===== src/rtl/main_mem_arbiter.sv =====
`default_nettype none
// ============================================================================
//  Module      : main_mem_arbiter
//  Description : Round-robin arbiter sharing one main-memory port between
//                ARB_NUM_CORES PE-array cores. Each grant runs one
//                fixed-length burst: ARB_FIXED_BURST_WRITE beats for writes,
//                ARB_FIXED_BURST_READ beats for reads.
//  Ports       : w_clock          - clock, rising edge
//                w_rst_n          - asynchronous active-low reset
//                w_req            - per-core burst request (level)
//                w_req_rw         - per-core direction, 1=write 0=read
//                w_req_addr       - per-core base address, core i at [i*AW +: AW]
//                w_main_mem_ready - memory accepts the presented beat
//                w_grant          - one-hot owner of the current burst
//                w_main_mem_en    - a beat is presented to memory
//                w_main_mem_rw    - direction of the current burst
//                w_main_mem_addr  - address of the current beat
//                w_beat_valid     - beat accepted this cycle (en & ready)
//                w_beat_last      - final beat of the burst is presented
//  Revision    : 1.0 - initial release
// ============================================================================
module main_mem_arbiter #(
  parameter int ARB_NUM_CORES         = 4,
  parameter int ARB_ADDR_WIDTH        = 16,
  parameter int ARB_FIXED_BURST_WRITE = 4,
  parameter int ARB_FIXED_BURST_READ  = 8,
  parameter int ARB_BURST_WIDTH       = 4
) (
  input  logic                                    w_clock,
  input  logic                                    w_rst_n,
  input  logic [ARB_NUM_CORES-1:0]                w_req,
  input  logic [ARB_NUM_CORES-1:0]                w_req_rw,
  input  logic [ARB_NUM_CORES*ARB_ADDR_WIDTH-1:0] w_req_addr,
  input  logic                                    w_main_mem_ready,
  output logic [ARB_NUM_CORES-1:0]                w_grant,
  output logic                                    w_main_mem_en,
  output logic                                    w_main_mem_rw,
  output logic [ARB_ADDR_WIDTH-1:0]               w_main_mem_addr,
  output logic                                    w_beat_valid,
  output logic                                    w_beat_last
);

  localparam int PTR_W = (ARB_NUM_CORES > 1) ? $clog2(ARB_NUM_CORES) : 1;
  localparam logic [ARB_BURST_WIDTH-1:0] LAST_WR = ARB_BURST_WIDTH'(ARB_FIXED_BURST_WRITE - 1);
  localparam logic [ARB_BURST_WIDTH-1:0] LAST_RD = ARB_BURST_WIDTH'(ARB_FIXED_BURST_READ - 1);

  typedef enum logic [0:0] {
    ST_IDLE  = 1'b0,
    ST_BURST = 1'b1
  } state_t;

  state_t                      state_q, state_d;
  logic [ARB_NUM_CORES-1:0]    grant_q, grant_d;
  logic                        rw_q, rw_d;
  logic [ARB_ADDR_WIDTH-1:0]   base_q, base_d;
  logic [ARB_BURST_WIDTH-1:0]  cnt_q, cnt_d;
  logic [PTR_W-1:0]            ptr_q, ptr_d;
  logic [PTR_W-1:0]            sel_q, sel_d;

  logic [ARB_ADDR_WIDTH-1:0]   req_addr_arr [ARB_NUM_CORES];
  logic [PTR_W-1:0]            rr_sel;
  logic [PTR_W-1:0]            rr_idx;
  logic                        rr_found;
  logic [ARB_BURST_WIDTH-1:0]  last_idx;
  logic                        in_burst;

  // Unpack the flat per-core address bus for indexed selection.
  for (genvar g = 0; g < ARB_NUM_CORES; g++) begin : g_addr_unpack
    assign req_addr_arr[g] = w_req_addr[g*ARB_ADDR_WIDTH +: ARB_ADDR_WIDTH];
  end

  // Round-robin search: first requester at ptr, ptr+1, ... (mod cores).
  always_comb begin
    rr_sel   = ptr_q;
    rr_found = 1'b0;
    rr_idx   = '0;
    for (int k = 0; k < ARB_NUM_CORES; k++) begin
      rr_idx = PTR_W'((int'(ptr_q) + k) % ARB_NUM_CORES);
      if (!rr_found && w_req[rr_idx]) begin
        rr_found = 1'b1;
        rr_sel   = rr_idx;
      end
    end
  end

  assign in_burst = (state_q == ST_BURST);
  assign last_idx = rw_q ? LAST_WR : LAST_RD;

  always_comb begin
    state_d = state_q;
    grant_d = grant_q;
    rw_d    = rw_q;
    base_d  = base_q;
    cnt_d   = cnt_q;
    ptr_d   = ptr_q;
    sel_d   = sel_q;
    case (state_q)
      ST_IDLE: begin
        if (rr_found) begin
          grant_d         = '0;
          grant_d[rr_sel] = 1'b1;
          rw_d            = w_req_rw[rr_sel];
          base_d          = req_addr_arr[rr_sel];
          cnt_d           = '0;
          sel_d           = rr_sel;
          state_d         = ST_BURST;
        end
      end
      ST_BURST: begin
        // Without ready everything holds; the burst cannot be abandoned.
        if (w_main_mem_ready) begin
          if (cnt_q == last_idx) begin
            state_d = ST_IDLE;
            grant_d = '0;
            cnt_d   = '0;
            // The owner just served moves to the back of the search order.
            ptr_d   = PTR_W'((int'(sel_q) + 1) % ARB_NUM_CORES);
          end else begin
            cnt_d = cnt_q + 1'b1;
          end
        end
      end
      default: state_d = ST_IDLE;
    endcase
  end

  always_ff @(posedge w_clock or negedge w_rst_n) begin
    if (!w_rst_n) begin
      state_q <= ST_IDLE;
      grant_q <= '0;
      rw_q    <= 1'b0;
      base_q  <= '0;
      cnt_q   <= '0;
      ptr_q   <= '0;
      sel_q   <= '0;
    end else begin
      state_q <= state_d;
      grant_q <= grant_d;
      rw_q    <= rw_d;
      base_q  <= base_d;
      cnt_q   <= cnt_d;
      ptr_q   <= ptr_d;
      sel_q   <= sel_d;
    end
  end

  // Outputs are gated by state so they fall to zero together with reset.
  assign w_grant         = grant_q;
  assign w_main_mem_en   = in_burst;
  assign w_main_mem_rw   = in_burst & rw_q;
  assign w_main_mem_addr = in_burst ? (base_q + ARB_ADDR_WIDTH'(cnt_q)) : '0;
  assign w_beat_last     = in_burst && (cnt_q == last_idx);
  assign w_beat_valid    = in_burst & w_main_mem_ready;

endmodule
`default_nettype wire


===== config.mk =====
export PLATFORM = sky130hd
export DESIGN_NAME = main_mem_arbiter
export DESIGN_NICKNAME = d
export VERILOG_FILES = /design/src/rtl/main_mem_arbiter.sv
export SDC_FILE = /design/constraint.sdc
export NUM_CORES = 1
export LEC_CHECK = 0
export CAP_MARGIN = 20
export CELL_PAD_IN_SITES_DETAIL_PLACEMENT = 1
export CELL_PAD_IN_SITES_GLOBAL_PLACEMENT = 2
export CORE_ASPECT_RATIO = 1.25
export CORE_UTILIZATION = 25
export DETAILED_ROUTE_END_ITERATION = 7
export GPL_ROUTABILITY_DRIVEN = 0
export PLACE_DENSITY_LB_ADDON = 0.1
export SLEW_MARGIN = 20
export SYNTH_ARGS = -nofsm -noshare
export SYNTH_HDL_FRONTEND = slang
export SYNTH_SLANG_ARGS = --single-unit

===== constraint.sdc =====
create_clock -name w_clock -period 2.6 [get_ports w_clock]
set_clock_uncertainty 0.2 [all_clocks]
set_input_delay 0.52 -clock w_clock [delete_from_list [all_inputs] [get_ports w_clock]]
set_output_delay 0.52 -clock w_clock [all_outputs]
set_load 0.02 [all_outputs]

[Word level (Yosys, flattened, before mapping)]
Cells that the tools add are included.
Word-level totals
  output and inout port bits: 24
  word-level logic and storage cells: 76
  bits in registers: 30
  input bits: 75
Cells by class
  add/sub/neg operators: 6
  equality and inequality tests: 4
  bitwise logic cells: 4
  $lt $le $gt $ge: 7
  reduce and logical (&&, ||, !) cells: 12
  multiplexer cells: 36
Operator list (number)
  2-to-1 mux 16 bit: 3
  binary-select mux 16 bit (select 2 bit): 1
  2-to-1 mux 4 bit: 6
  adder 16 x 4 -> 16 bit: 1
  case mux 4 bit (2 select lines): 2
  < comparator 2 x 3 -> 1 bit, second input constant: 5
  2-to-1 mux 1 bit: 13
  binary-select mux 1 bit (select 2 bit): 5
  2-to-1 mux 2 bit: 3
  AND reduction 3 bit: 2
  logical AND 1 bit: 5
  adder 2 x 1 -> 2 bit, second input constant: 2
  adder 2 bit, second input constant: 2
  adder 4 x 1 -> 4 bit, second input constant: 1
  == test 4 x 3 -> 1 bit: 1
  != test 2 bit, second input constant: 2
  AND reduction 2 bit: 2
  >= comparator 3 bit, second input constant: 1
  logical NOT 1 bit: 3
  2-to-1 mux 3 bit: 1
  inverter 2 -> 3 bit: 1
  AND 1 bit: 2
  demux 1 bit (select 2 bit): 1
  >= comparator 2 x 1 -> 1 bit, second input constant: 1
  other kinds (3): 3

[Longest topological paths before layout]
Gate-level depths: netlist (run 1).
  depth after elaboration: 18
  mapped depth: 8
  gate-level depth less buffers: 8

[Least setup slack after synthesis (run 1)]
No wires, ideal clock.
  path kind: reg2out
  start: register cnt_q[1]
  end: output port w_main_mem_addr[15]
  data required time: 1.880 ns
  stages on the path, launching flop included: 8
  arrival time: 1.931 ns
  path buffers: 1
  slack: -0.051 ns
  cell sequence: dfrtp_1 ha_1 a21o_1 a21o_1 a21oi_1 clkbuf_1 nor4b_1 mux2i_1
On the way
  cells in the longest elaborated chain, start to end: 2
Ends and longest elaborated chain
  start, declared: line 56  | logic [ARB_BURST_WIDTH-1:0] cnt_q, cnt_d;
  start signal, assigned: line 141  | cnt_q <= cnt_d;
  adder 16 x 4 -> 16 bit: line 151  | assign w_main_mem_addr = in_burst ? (base_q + ARB_ADDR_WIDTH'(cnt_q)) : '0;
  2-to-1 mux 16 bit: line 151
  end, declared: line 38  | output logic [ARB_ADDR_WIDTH-1:0] w_main_mem_addr,
No other way between the ends.

[Worst setup path after layout (run 1)]
  start: register cnt_q[1]
  end: output port w_main_mem_addr[11]
The elaborated chain is that of the path after synthesis.

==> results of run 1 <==
[cell usage in the layout (no fill, tap or decap), drive strengths merged, types with 2 or more instances in the layout]
| master | count |
|---|---|
| o31ai | 6 |
| or4 | 3 |
| nand2 | 15 |
| buf | 63 |
| ha | 5 |
| and2 | 3 |
| a31oi | 17 |
| nor2 | 30 |
| nor3b | 2 |
| nand3 | 9 |
| nor2b | 6 |
| nand4 | 2 |
| o21ai | 12 |
| clkdlybuf4s50 | 82 |
| clkbuf | 7 |
| or3 | 2 |
| nor3 | 2 |
| a21oi | 9 |
| dfrtp | 30 |
| xnor2 | 6 |
| and3 | 3 |
| a211oi | 35 |
| a21o | 2 |
| inv | 26 |
| mux2i | 18 |
| a221oi | 3 |
[worst max-delay path, delay by kind of cell (launching register included)]
| family | cells | cell delay [ns] |
|---|---|---|
| adder cells (fa/ha/maj) | 1 | 0.28 |
| AO/OA/AOI/OAI | 4 | 0.47 |
| flip-flops | 1 | 0.39 |
| AND/OR/NAND/NOR | 1 | 0.42 |
| buffers and inverters | 2 | 0.28 |
[metrics by stage]
step,total power [mW],std cells,setup WS [ns],instance area [um^2]
after floorplan,2.57,278,-0.0144,2530
after global placement,3.91,527,-0.542,3900
after detailed placement,3.96,527,-0.607,3900
after CTS,4.76,541,-0.269,4150
after global routing,5.17,540,-0.330,4190
final,4.81,540,-0.225,4190
[sequential cells by signal, indices dropped and copies added, names as in the netlist]
name           cells
base_q            16
cnt_q              4
ptr_q              2
rw_q               1
sel_q              2
w_grant            4
w_main_mem_en      1
[power by group]
| part | internal (mW) | switching, mW |
|---|---|---|
| clock network | 0.378 | 0.197 |
| logic | 1.65 | 1.71 |
| registers | 0.685 | 0.186 |
[per-layer routing]
layer  up-vias  share of wire (%)
met3         8                3.6
met4         0                1.2
met2        66                 48
met1      1191                 47
li1       1294                  -
met5         -                  0
[worst paths after layout]
kind / startpoint / end / slack [ns] / cells past startpoint
worst max-delay path: cnt_q[1]$_DFFE_PN0P_ / w_main_mem_addr[11] / -0.23 / 8
worst min-delay path: w_grant[3]$_DFFE_PN0P_ / w_grant[3]$_DFFE_PN0P_ / 0.30 / 2
worst max register to register: ptr_q[1]$_DFFE_PN0P_ / base_q[8]$_DFFE_PN0P_ / 0.54 / 5
worst min register to register: w_grant[3]$_DFFE_PN0P_ / w_grant[3]$_DFFE_PN0P_ / 0.30 / 2
max in group asynchronous: w_rst_n / base_q[11]$_DFFE_PN0P_ / 1.46 / 2
min in group asynchronous: w_rst_n / w_grant[2]$_DFFE_PN0P_ / 0.44 / 2
[cells by family (layout without fill, tap and decap cells)]
| logic type | count (synthesis) | in the layout |
|---|---|---|
| buffers and inverters | 44 | 180 |
| adder cells (fa/ha/maj) | 6 | 6 |
| multiplexers | 19 | 19 |
| AND/OR/NAND/NOR | 82 | 82 |
| AO/OA/AOI/OAI | 90 | 90 |
| flip-flops | 30 | 30 |
| XOR/XNOR | 7 | 7 |
[timing repair]
item | 4_1_cts | 5_1_grt
hold endpoints to repair | 0 | 0
setup endpoints to repair | 16 | 15
setup buffers | 5 | 2
gates resized for setup | 100 | 14
gates cloned | 1 | 0
pin swaps | 19 | 4
[cell type report]
type | count | area, um^2
Clock buffer | 7 | 143
Clock inverter | 1 | 5.00
Fill cell | 1105 | 5470
Inverter | 26 | 97.6
Multi-Input combinational cell | 204 | 1670
Sequential cell | 30 | 751
Tap cell | 126 | 158
Timing Repair Buffer | 146 | 1360
==> flow_summary_export.csv, run 1 <==
group,metric,value,unit
run_status,outcome,"finished with violations",
run_status,violations,"setup timing",
synth,synth_flop_cell,"dfrtp_1",
global_routing,antenna_found_initial,0,
floorplanning,fp-row-count,40,
global_routing,grt_pass1_vias,2837,
power_and_ir_drop,irDropWorstVdd,349,uV
job,max_cap_viol_count,0,
setup_path,slowest_delay,0.42,ns
floorplanning,io_pins,99,
floorplanning,dieArea,10400,um^2
synth,yosysMostFrequentCell,"dfrtp_1",
timing,drv_slew,0,
timing,min_period_over_period,109,%
layout,area_delta_synth_final,67.6,%
clocking,clk_latency,0.27,ns
timing,relSlewSlack,71.0,%
clocking,clock-sinks,30,
synth,ys_seq_area_share,30.1,%
clocking,cts_tree,"built",
detailed_routing,drc,0,
detailed_routing,drt-initial-drc-count,76,
clocking,cts_root_buf,"clkbuf_16",
synth,synth_top_family_by_area,"compound AO/OA/AOI/OAI gates",
synth,synth_area_leader_cell,"dfrtp_1",
placed_design,portBuffers,98,
synth,synth_compound_area_share,30.8,%
synth,synth_area_leaders,"dfrtp_1 (30%), a211oi_2 (11%), mux2i_1 (7.2%)",
timing,worstMarginPinSlew,0.432,ns
setup_path,worstPathRequired,1.88,ns
global_routing,grt.met3_usage,3.00,%
synth,synth.top_cell.area_share,30.1,%
synth,synth-simple-area-share,17.0,%
layout,final_core_util,43.3,%
synth,synth_nets,359,
clocking,clockBufferDepth,2,
layout,final_layout_size_suffix_gt1_share,32.4,%
synth,synth-seq-cells,30,
setup_path,path_cells,"ha_1, a21o_1, a21o_1, a21oi_2, buf_6, or4_1, a21oi_2, buf_4",
floorplanning,core,9660,um^2
timing,final.min_clock_period,2.83,ns
synth,synth_fa_ha_area_share,3.31,%
setup_path,worstPathMaxFanout,6,
synth,ys_types,48,
power_and_ir_drop,p_leak,1.78,nW
timing,setup_violations,12,
detailed_routing,postRouteAntennaNets,0,
global_routing,grt_pass1_wl,14.4,mm
global_routing,met2_usage,30.2,%
timing,setup-tns-final,-2.08,ns
synth,synth_area_per_cell,8.98,um^2
layout,antenna_cells,0,
detailed_routing,routed_wl,8.36,mm
setup_path,crit_path_start_kind,"flop",
timing,rsz0062_at_grt,"true",
floorplanning,die_h,114,um
floorplanning,die_width,91.4,um
synth,async_flop_share,100,%
synth,synth_xor_xnor_area_share,2.45,%
global_routing,track_usage,17.6,%
clocking,ctsHoldBuffers,0,
timing,max_freq,354,MHz
power_and_ir_drop,powerDensity,1150,nW/um^2
placed_design,dp_hpwl,6.72,mm
detailed_routing,vias_per_cell,4.74,
setup_path,crit_type,"reg2out",
synth,syn-cell-area,2500,um^2
global_routing,grt_max_degree,31,
synth,muxShareOfSynthArea,7.67,%
setup_path,worstPathArrival,2.11,ns
timing,hold_violations,0,
synth,ys_top_cells_by_count,"dfrtp_1 (30), nor2_1 (29), inv_1 (26)",
synth,synth_cells,278,
detailed_routing,wire_per_inst,15.5,um
global_routing,groute.layer.met1.usage,22.6,%
clocking,cts-buffers-inserted,5,
global_routing,busiest_layer,"met2",
synth,synth-edff-count,0,
clocking,clkTransAtPathRegs,0.05,ns
synth,yosys_warnings,0,
timing,setup_slack,-0.225,ns
detailed_routing,num_vias,2559,
clocking,htreeDepth,2,
floorplanning,start_util,25.9,%
timing,fin_hold_ws,0.301,ns
setup_path,end_kind,"primary output",
hold_path,hold_class,"reg2reg",
detailed_routing,drt_pass1_iterations,4,
setup_path,cp_slowest_cell,"or4_1",
global_routing,overflow,0,
layout,finalNetCount,494,
Note: power is estimated with default switching activity, not from simulation.
==> run 2: changes to the inputs <==
--- a/config.mk
+++ b/config.mk
@@ -10,6 +10,7 @@
 export CELL_PAD_IN_SITES_GLOBAL_PLACEMENT = 2
 export CORE_ASPECT_RATIO = 1.25
 export CORE_UTILIZATION = 25
+export CTS_CLUSTER_SIZE = 8
 export DETAILED_ROUTE_END_ITERATION = 7
 export GPL_ROUTABILITY_DRIVEN = 0
 export PLACE_DENSITY_LB_ADDON = 0.1
==> results of run 2 <==
No change in the layout: final DEF, timing and power equal those of run 1.
==> run 3: changes to the inputs <==
--- a/config.mk
+++ b/config.mk
@@ -14,6 +14,7 @@
 export DETAILED_ROUTE_END_ITERATION = 7
 export GPL_ROUTABILITY_DRIVEN = 0
 export PLACE_DENSITY_LB_ADDON = 0.1
+export SKIP_CTS_REPAIR_TIMING = 1
 export SLEW_MARGIN = 20
 export SYNTH_ARGS = -nofsm -noshare
 export SYNTH_HDL_FRONTEND = slang
==> run 3 against run 2 <==
Clock power about the same. Design area shrank 1.5%. Final cell count shrank 0.37%. Clock-buffer cell count unchanged. Wire length is 0.43% higher. Combinational power decreased by 5%. The run still ends with setup timing left. Maximum frequency decreased by 1.2%. Worst hold slack worse by 0.00081 ns. Power shrank 3.7%.
==> flow_summary_export.csv, run 3 (synthesized netlist as in run 1, its figures left out) <==
group,metric,value,unit
hold_path,min_path_cells,2,
layout,largest_register_ffs,16,
clocking,cts-buffers-inserted,5,
timing,final.min_clock_period,2.86,ns
placed_design,dp_hpwl,6.72,mm
hold_path,worstHoldStart,"w_grant[3]$_DFFE_PN0P_",
setup_path,slowest_delay,0.39,ns
setup_path,rr_startpoint,"ptr_q[1]$_DFFE_PN0P_",
setup_path,crit_path_start_kind,"flop",
global_routing,grt_max_degree,31,
setup_path,crit_type,"reg2out",
timing,setup_violations,13,
setup_path,r2r-end,"base_q[8]$_DFFE_PN0P_",
clocking,clkTransAtPathRegs,0.05,ns
placed_design,portBuffers,98,
power_and_ir_drop,power,4.63,mW
run_status,outcome,"finished with violations",
setup_path,rrSetupSlack,0.54,ns
global_routing,track_usage,17.0,%
layout,mostFrequentLayoutCells,"clkdlybuf4s50_1 (82), buf_4 (46), dfrtp_1 (30)",
detailed_routing,drt-initial-drc-count,83,
clocking,clockBufferDepth,2,
setup_path,end_kind,"primary output",
clocking,clock-sinks,30,
power_and_ir_drop,irDropWorstVdd,315,uV
timing,worstMarginPinSlew,0.433,ns
detailed_routing,drt_pass1_iterations,4,
layout,final_layout_size_suffix_gt1_share,29.4,%
layout,antenna_cells,0,
layout,final_common_cell,"clkdlybuf4s50_1",
detailed_routing,vias_per_cell,4.76,
clocking,htreeDepth,2,
detailed_routing,drc,0,
global_routing,grt_pass1_wl,13.9,mm
global_routing,antenna_found_initial,0,
power_and_ir_drop,powerDensity,1120,nW/um^2
job,max_cap_viol_count,0,
hold_path,hold_class,"reg2reg",
timing,hold_violations,0,
setup_path,cp_slowest_cell,"dfrtp_1",
placed_design,postPlaceCellArea,3900,um^2
floorplanning,die_h,114,um
power_and_ir_drop,p_leak,1.78,nW
run_status,violations,"setup timing",
detailed_routing,num_vias,2563,
timing,max_freq,350,MHz
setup_path,worstPathArrival,2.14,ns
clocking,clk_latency,0.27,ns
floorplanning,dieArea,10400,um^2
detailed_routing,routed_wl,8.39,mm
setup_path,worstPathMaxFanout,6,
clocking,cts_root_buf,"clkbuf_16",
setup_path,worstPathRequired,1.88,ns
setup_path,path_cells,"ha_1, a21o_1, a21o_1, a21oi_2, buf_6, nor4b_4, mux2i_1, buf_4",
hold_path,min_to,"w_grant[3]$_DFFE_PN0P_",
layout,area_delta_synth_final,65.2,%
setup_path,ff2ff_path_depth,5,
global_routing,grt_pass1_vias,2753,
layout,fill_cells,1105,
layout,finalNetCount,492,
timing,rsz0062_at_grt,"true",
floorplanning,fp-row-count,40,
floorplanning,start_util,25.9,%
floorplanning,io_pins,99,
layout,fin_cells,538,
layout,final_area,4130,um^2
placed_design,pre_cts_slack,-0.607,ns
timing,relSlewSlack,71.0,%
placed_design,place_inst,527,
global_routing,overflow,0,
timing,setup_slack,-0.259,ns
floorplanning,die_width,91.4,um
detailed_routing,postRouteAntennaNets,0,
timing,drv_slew,0,
setup_path,cpMostUsedCell,"a21o_1",
layout,largest_register,"base_q",
floorplanning,core,9660,um^2
timing,min_period_over_period,110,%
clocking,cts_tree,"built",
detailed_routing,wire_per_inst,15.6,um
[run 3: worst max-delay path by stage]
stage,start,end,cells past startpoint
floorplan,cnt_q[1]$_DFFE_PN0P_,w_main_mem_addr[15],7
global placement,cnt_q[1]$_DFFE_PN0P_,w_main_mem_addr[15],8
detailed placement,base_q[0]$_DFFE_PN0P_,w_main_mem_addr[8],9
CTS,base_q[0]$_DFFE_PN0P_,w_main_mem_addr[8],9
global route,cnt_q[1]$_DFFE_PN0P_,w_main_mem_addr[15],8
finish,cnt_q[1]$_DFFE_PN0P_,w_main_mem_addr[15],8
[run 3: worst max-delay path: cells and delay by family, from the launching register on]
kind | cells | cell delay [ns]
AOI/OAI and AO/OA | 3 | 0.33
adders and majority gates | 1 | 0.28
buffers and inverters | 2 | 0.31
muxes | 1 | 0.23
DFF | 1 | 0.39
and+or+nand+nor | 1 | 0.33
[run 3: through the flow]
stage | util [%] | hold WS, ns | setup TNS, ns
after floorplan | - | 0.0244 | -0.0269
after global placement | 40.4 | 0.286 | -5.43
after detailed placement | 40.4 | 0.291 | -6.12
after CTS | 41.9 | 0.303 | -10.46
after global routing | 42.7 | 0.334 | -3.61
final | 42.7 | 0.301 | -2.25
[run 3: final cells by class]
| class | count | area [um^2] | share of cell area [%] |
|---|---|---|---|
| multi-input combinational | 204 | 1630 | 39.6 |
| clock buffer | 7 | 143 | 3.46 |
| tap | 126 | 158 | 3.82 |
| sequential | 30 | 751 | 18.2 |
| clock inverter | 1 | 5.00 | 0.121 |
| timing repair buffer | 144 | 1340 | 32.5 |
| inverter | 26 | 97.6 | 2.37 |
[run 3: report_power, final]
group          total [mW]  switching, mW  internal [mW]
clock               0.574          0.195          0.378
sequential          0.868          0.182          0.685
combinational        3.19           1.65           1.54
[run 3: routing by layer]
layer / GRT usage (%) / wire (um)
met5: 0 / 0
met4: 4.76 / 113
met3: 2.87 / 287
met2: 28.8 / 4100
met1: 22.2 / 3890
